$ cat config.mk
export PLATFORM = sky130hd
export DESIGN_NAME = seven_seg_capture_flat
export DESIGN_NICKNAME = d
export VERILOG_FILES = /design/src/rtl/seven_seg_capture_if.sv /design/src/rtl/seven_seg_capture.sv /design/src/flat_wrapper.sv
export SDC_FILE = /design/constraint.sdc
export NUM_CORES = 1
export LEC_CHECK = 0
export BUFFER_PORTS_ARGS = -buffer_cell sky130_fd_sc_hd__buf_2
export CAP_MARGIN = 20
export CORE_AREA = 5 5 89 91
export CTS_BUF_LIST = sky130_fd_sc_hd__clkbuf_4
export CTS_CLUSTER_DIAMETER = 60
export DETAILED_ROUTE_END_ITERATION = 16
export DIE_AREA = 0 0 94 96
export HOLD_SLACK_MARGIN = 0.08
export PLACE_DENSITY = 0.69
export SETUP_SLACK_MARGIN = 0.5
export SLEW_MARGIN = 0
export SYNTH_ARGS = -nofsm -noshare
export SYNTH_HDL_FRONTEND = slang
export SYNTH_SLANG_ARGS = --single-unit
$ cat constraint.sdc
create_clock -name div_clock -period 5.9 [get_ports div_clock]
set_input_delay 1.77 -clock div_clock [delete_from_list [all_inputs] [get_ports div_clock]]
set_output_delay 1.77 -clock div_clock [all_outputs]
set_load 0.05 [all_outputs]
$ cat src/rtl/seven_seg_capture_if.sv
// Scanned display lines in, rebuilt digits and status flags out.
interface seven_seg_capture_if;
  logic [3:0]  anode;
  logic [6:0]  segment;
  logic [15:0] digits;
  logic [3:0]  valid;
  logic [3:0]  blank;
  logic        frame_done;
  logic        stale;
  logic        anode_error;

  modport master (
    output anode, segment,
    input  digits, valid, blank, frame_done, stale, anode_error
  );

  modport slave (
    input  anode, segment,
    output digits, valid, blank, frame_done, stale, anode_error
  );
endinterface

$ cat src/rtl/seven_seg_capture.sv
// Rebuilds four hex digits from a multiplexed active-low seven-segment scan.
// Latency 1+SETTLE cycles from an anode change to the digit update; no backpressure.
module seven_seg_capture #(
  parameter int SETTLE  = 2,
  parameter int TIMEOUT = 1024
) (
  input  logic               div_clock,
  input  logic               reset,
  seven_seg_capture_if.slave bus
);
  localparam int TW = $clog2(TIMEOUT + 1);

  typedef enum logic [1:0] {IDLE, SETTLING, CAPTURED} state_t;

  state_t      state, state_next;
  logic [3:0]  a_q, a_p;
  logic [6:0]  s_q, s_p;
  logic [3:0]  cnt, cnt_next;
  logic [1:0]  idx, idx_next;
  logic [1:0]  a_idx;
  logic        one_hot, multi, latch;
  logic [3:0]  dec_val;
  logic        dec_valid, dec_blank;
  logic [15:0] digits_r;
  logic [3:0]  valid_r, blank_r, seen;
  logic        frame_done_r, anode_error_r;
  logic [TW-1:0] tcnt;

  // a_p/s_p hold the previous registered sample for the stability check
  always_ff @(posedge div_clock or posedge reset) begin
    if (reset) begin
      a_q <= 4'hF;
      s_q <= 7'h7F;
      a_p <= 4'hF;
      s_p <= 7'h7F;
    end else begin
      a_q <= bus.anode;
      s_q <= bus.segment;
      a_p <= a_q;
      s_p <= s_q;
    end
  end

  always_comb begin
    one_hot = 1'b0;
    multi   = 1'b0;
    a_idx   = 2'd0;
    case (a_q)
      4'b1110: begin one_hot = 1'b1; a_idx = 2'd0; end
      4'b1101: begin one_hot = 1'b1; a_idx = 2'd1; end
      4'b1011: begin one_hot = 1'b1; a_idx = 2'd2; end
      4'b0111: begin one_hot = 1'b1; a_idx = 2'd3; end
      4'b1111: ;
      default: multi = 1'b1;
    endcase
  end

  always_ff @(posedge div_clock or posedge reset) begin
    if (reset) begin
      state <= IDLE;
      cnt   <= 4'd0;
      idx   <= 2'd0;
    end else begin
      state <= state_next;
      cnt   <= cnt_next;
      idx   <= idx_next;
    end
  end

  always_comb begin
    state_next = state;
    cnt_next   = cnt;
    idx_next   = idx;
    latch      = 1'b0;
    case (state)
      IDLE: begin
        if (one_hot) begin
          state_next = SETTLING;
          cnt_next   = 4'd1;
          idx_next   = a_idx;
        end
      end
      SETTLING: begin
        if (!one_hot) begin
          state_next = IDLE;
          cnt_next   = 4'd0;
        end else if (a_q == a_p && s_q == s_p) begin
          cnt_next = cnt + 4'd1;
        end else begin
          cnt_next = 4'd1;
          idx_next = a_idx;
        end
      end
      CAPTURED: begin
        if (!one_hot) begin
          state_next = IDLE;
          cnt_next   = 4'd0;
        end else if (a_idx != idx) begin
          state_next = SETTLING;
          cnt_next   = 4'd1;
          idx_next   = a_idx;
        end
      end
      default: state_next = IDLE;
    endcase
    // Covers SETTLE==1, where the entry sample itself completes the settle
    if (state_next == SETTLING && cnt_next == 4'(SETTLE)) begin
      latch      = 1'b1;
      state_next = CAPTURED;
    end
  end

  always_comb begin
    dec_val   = 4'h0;
    dec_valid = 1'b1;
    dec_blank = 1'b0;
    case (s_q)
      7'h40: dec_val = 4'h0;
      7'h79: dec_val = 4'h1;
      7'h24: dec_val = 4'h2;
      7'h30: dec_val = 4'h3;
      7'h19: dec_val = 4'h4;
      7'h12: dec_val = 4'h5;
      7'h02: dec_val = 4'h6;
      7'h78: dec_val = 4'h7;
      7'h00: dec_val = 4'h8;
      7'h10: dec_val = 4'h9;
      7'h08: dec_val = 4'hA;
      7'h03: dec_val = 4'hB;
      7'h46: dec_val = 4'hC;
      7'h21: dec_val = 4'hD;
      7'h06: dec_val = 4'hE;
      7'h0E: dec_val = 4'hF;
      7'h7F: begin dec_valid = 1'b0; dec_blank = 1'b1; end
      default: dec_valid = 1'b0;
    endcase
  end

  always_ff @(posedge div_clock or posedge reset) begin
    if (reset) begin
      digits_r      <= 16'h0000;
      valid_r       <= 4'h0;
      blank_r       <= 4'h0;
      seen          <= 4'h0;
      frame_done_r  <= 1'b0;
      anode_error_r <= 1'b0;
      tcnt          <= '0;
    end else begin
      if (latch) begin
        digits_r[{idx_next, 2'b00} +: 4] <= dec_val;
        valid_r[idx_next]                <= dec_valid;
        blank_r[idx_next]                <= dec_blank;
      end
      // A latch in the clearing cycle starts the next frame's mask
      seen <= ((seen == 4'hF) ? 4'h0 : seen) | (latch ? (4'b0001 << idx_next) : 4'h0);
      frame_done_r <= (seen == 4'hF);
      if (seen == 4'hF)
        tcnt <= '0;
      else if (tcnt != TW'(TIMEOUT))
        tcnt <= tcnt + 1'b1;
      if (multi)
        anode_error_r <= 1'b1;
    end
  end

  assign bus.digits      = digits_r;
  assign bus.valid       = valid_r;
  assign bus.blank       = blank_r;
  assign bus.frame_done  = frame_done_r;
  assign bus.stale       = (tcnt == TW'(TIMEOUT));
  assign bus.anode_error = anode_error_r;
endmodule
$ cat src/flat_wrapper.sv
// flat-port wrapper written by rule: the top's interface ports become plain ports
module seven_seg_capture_flat 
#(
  parameter int SETTLE  = 2,
  parameter int TIMEOUT = 1024
)
  (div_clock, reset, bus_anode, bus_segment, bus_digits, bus_valid, bus_blank, bus_frame_done, bus_stale, bus_anode_error);
  seven_seg_capture_if bus_i ();
  input  logic div_clock;
  input  logic reset;
  input wire logic [$bits(bus_i.anode)-1:0] bus_anode;
  input wire logic [$bits(bus_i.segment)-1:0] bus_segment;
  output wire logic [$bits(bus_i.digits)-1:0] bus_digits;
  output wire logic [$bits(bus_i.valid)-1:0] bus_valid;
  output wire logic [$bits(bus_i.blank)-1:0] bus_blank;
  output wire logic [$bits(bus_i.frame_done)-1:0] bus_frame_done;
  output wire logic [$bits(bus_i.stale)-1:0] bus_stale;
  output wire logic [$bits(bus_i.anode_error)-1:0] bus_anode_error;
  assign bus_i.anode = bus_anode;
  assign bus_i.segment = bus_segment;
  assign bus_digits = bus_i.digits;
  assign bus_valid = bus_i.valid;
  assign bus_blank = bus_i.blank;
  assign bus_frame_done = bus_i.frame_done;
  assign bus_stale = bus_i.stale;
  assign bus_anode_error = bus_i.anode_error;
  seven_seg_capture #(.SETTLE(SETTLE), .TIMEOUT(TIMEOUT)) u_core (.div_clock(div_clock), .reset(reset), .bus(bus_i));
endmodule
==> impl_metrics.ini <==
[synth]
netlist_instances = 305
syn_area_per_cell_um2 = 11.15
synth_area_leaders = dfrtp_1 (36%), dfstp_2 (17%), mux2_2 (8.3%)
yosysWarnings = 0
synth-main-ff-cell = dfrtp_1
synth_fp_nets = 321
yosys.area.top_type = dfrtp_1
synth-edff-count = 0
async_flop_share = 1.000
ys_types = 50
syn_area_um2 = 3402
synth_seq_area_share = 0.5303
ys_seq_elements = 71
synth_top_cell_area_share = 0.3604

[power_and_ir_drop]
power.switching_w = 0.0002671
clockPowerShare = 0.323
swShare = 0.2973
power_density_nw_per_um2 = 237.4
peakVddDrop_uv = 164.6
p_int_w = 0.0006312
leakagePower_nw = 1.806
total_power_w = 0.0008983
combPwrFrac = 0.085
p_seq_frac = 0.592

[floorplanning]
start_util = 0.4819
die-area_um2 = 9024
coreArea_um2 = 7059
die_w_um = 94
rows = 31
die_h_um = 96
ios = 40

[timing]
finalSetupTns_ns = 0
rsz0062_at_grt = false
finalHoldViolCount = 0
slew_headroom = 0.4683
setup_slack_ns = 2.340
finClkSkew_ns = 0.01894
fmax_ghz = 0.2809
period_minus_slack_ns = 3.560
worst_pin_slew_ns = 0.7928
fin_crit_sh = 0.6033
setup_viol = 0
finalMaxSlewViolations = 0

[grt]
grt_pass1_wl_um = 11210
grt_usage = 0.1590
grt_pass1_vias = 2264
gr-total-overflow = 0
grt_max_degree = 46
grt_antenna_before_repair = 0

[clock_network]
cts_buffers = 9
clock_path_buffers = 2
clock_latency_ns = 0.41
cts_resized = 0
cts.sinks = 71
cts.clk_slew.worst_paths_ns = 0.13
cts_max_level = 3
tritoncts = built
post_cts_buffers = 0
ctsHoldBuffers = 0
clock-root-buffer = clkbuf_4

[worst_setup_path]
path_class = flop to output port
rr_startpoint = u_core.a_q[1]
crit_required_ns = 4.13
critPathSlowestCell = dfrtp_1
end_kind = output port
crit_path_cell_trace = nor4_1 -> nand4_1 -> inv_1 -> buf_2
cp_num_cells = 4
cp.buffers_inverters = 2
r2r_end = u_core.bus.digits[13]
reg2reg_setup_slack_ns = 2.71
critPathTopFamily = simple AND/OR/NAND/NOR gates
crit_path_max_fanout = 4
cp-start-kind = flop
cp.arrival_ns = 1.79
max_stage_delay_ns = 0.44
r2r_cells = 7

[cells_and_area]
multi_input_area_um2 = 1486
layout-drive-gt1-share = 0.3285
regArea_um2 = 1804
area_growth_pct = 11.22
fin_nets = 355
num_antenna_cells = 0
fill_cells = 661

[place]
port_buffers = 39
gp_congestion = 0.8094
detailedPlace.worstSlack_ns = 2.737
hpwl_um = 4637

[run_status]
outcome = complete, no violations

[drt]
ant_nets = 0
wl_met3_um = 304
drt_iter0_drc = 156
routed.top_layer = met4
drc = 0
wl_um = 6628
wl_met1_um = 3151
wl_met2_um = 3125
vias = 2361
routedWlPerCell_um = 14.96
viasPerCell = 5.330
dr.pass1.iters = 4

[worst_hold_path]
hold-path-cell-count = 0
hold_path_class = flop to flop
min_to = u_core.s_p[3]
min-delay-start = u_core.s_q[3]

[run]
cap_viol_max_count = 0
==> Yosys cell counts, types with 7 or more instances <==
library cell / n
dfrtp_1: 49
mux2_2: 25
nand2_1: 24
dfstp_2: 22
xor2_1: 19
nor2_1: 16
nand3_1: 14
a21oi_1: 11
inv_1: 10
o21ai_0: 10
clkbuf_1: 9
buf_2: 8
nand2b_1: 7
==> layout make-up <==
cell class                      count  area share
Sequential cell                    71      0.4769
Multi-Input combinational cell    207      0.3929
Timing Repair Buffer               40     0.05357
Tap cell                           99     0.03274
Clock buffer                        9     0.01786
Clock inverter                      7     0.01620
Inverter                           10    0.009921
==> power by group through the flow <==
| stage | combinational [W] | clock (W) | sequential, W |
|---|---|---|---|
| floorplan | 0.0000738 | 0 | 0.000522 |
| global placement | 0.0000756 | 0 | 0.000539 |
| detailed placement | 0.0000764 | 0 | 0.000540 |
| CTS | 0.0000769 | 0.000300 | 0.000531 |
| global route | 0.0000870 | 0.000322 | 0.000534 |
| finish | 0.0000764 | 0.000290 | 0.000531 |
==> cell families after synthesis <==
family	Yosys count	share of synthesized area
buffers and inverters	27	0.03273
DFF	71	0.5303
AOI/OAI and AO/OA	50	0.1067
adders and majority gates	3	0.01103
muxes	28	0.09158
and+or+nand+nor	101	0.1633
xor gates and xnor gates	25	0.06436
==> routing by layer <==
layer	vias up	GRT usage
li1	1155	-
met1	1145	0.2186
met2	57	0.2431
met3	4	0.04378
met4	0	0.05535
met5	-	0
==> cells in the final DEF (no fill, tap or decap), drive strengths merged, types with 2 or more instances in the layout <==
cell type and n:
ha 3, mux2i 3, a2111o 2, o31ai 2, or2 3, a21o 4, nor3b 3, nor4 5
a31oi 2, xor2 19, nand3 14, nor2 16, and3 4, dfrtp 49, buf 40, a21oi 11
nand2 24, o21ai 10, nor2b 4, clkinvlp 2, clkbuf 9, o21bai 2, xnor2 6, nand2b 7
nand4b 3, inv 14, o22a 2, a22o 2, mux2 25, dfstp 22, nor3 6, a211oi 2
nand4 6, or4 2
==> sequential cells by signal, indices dropped and copies added (netlist names) <==
name	flops
u_core.bus.anode_error	1
u_core.bus.valid	4
u_core.tcnt	11
u_core.cnt	4
u_core.s_q	7
u_core.s_p	7
u_core.a_p	4
u_core.seen	4
u_core.bus.blank	4
u_core.state	2
u_core.idx	2
u_core.a_q	4
u_core.bus.digits	16
u_core.bus.frame_done	1
==> worst max path at each step <==
stage	start	to	slack, ns
2_1_floorplan	reset	u_core.bus.anode_error	2.37
3_3_place_gp	u_core.tcnt[6]	bus_stale	2.77
3_5_place_dp	u_core.a_q[1]	u_core.bus.digits[13]	2.74
4_1_cts	u_core.tcnt[6]	bus_stale	2.29
5_1_grt	u_core.tcnt[6]	bus_stale	2.13
6_report	u_core.tcnt[6]	bus_stale	2.34
==> through the flow <==
stage | utilization | hold WS, ns | instances | instance area (µm²)
2_1_floorplan | - | 0.3519 | 305 | 3402
3_3_place_gp | 0.5177 | 0.4317 | 427 | 3655
3_5_place_dp | 0.5177 | 0.4308 | 427 | 3655
4_1_cts | 0.5360 | 0.4567 | 443 | 3784
5_1_grt | 0.5360 | 0.4538 | 443 | 3784
6_report | 0.5360 | 0.4570 | 443 | 3784
Power figures use the tool's default switching activity.
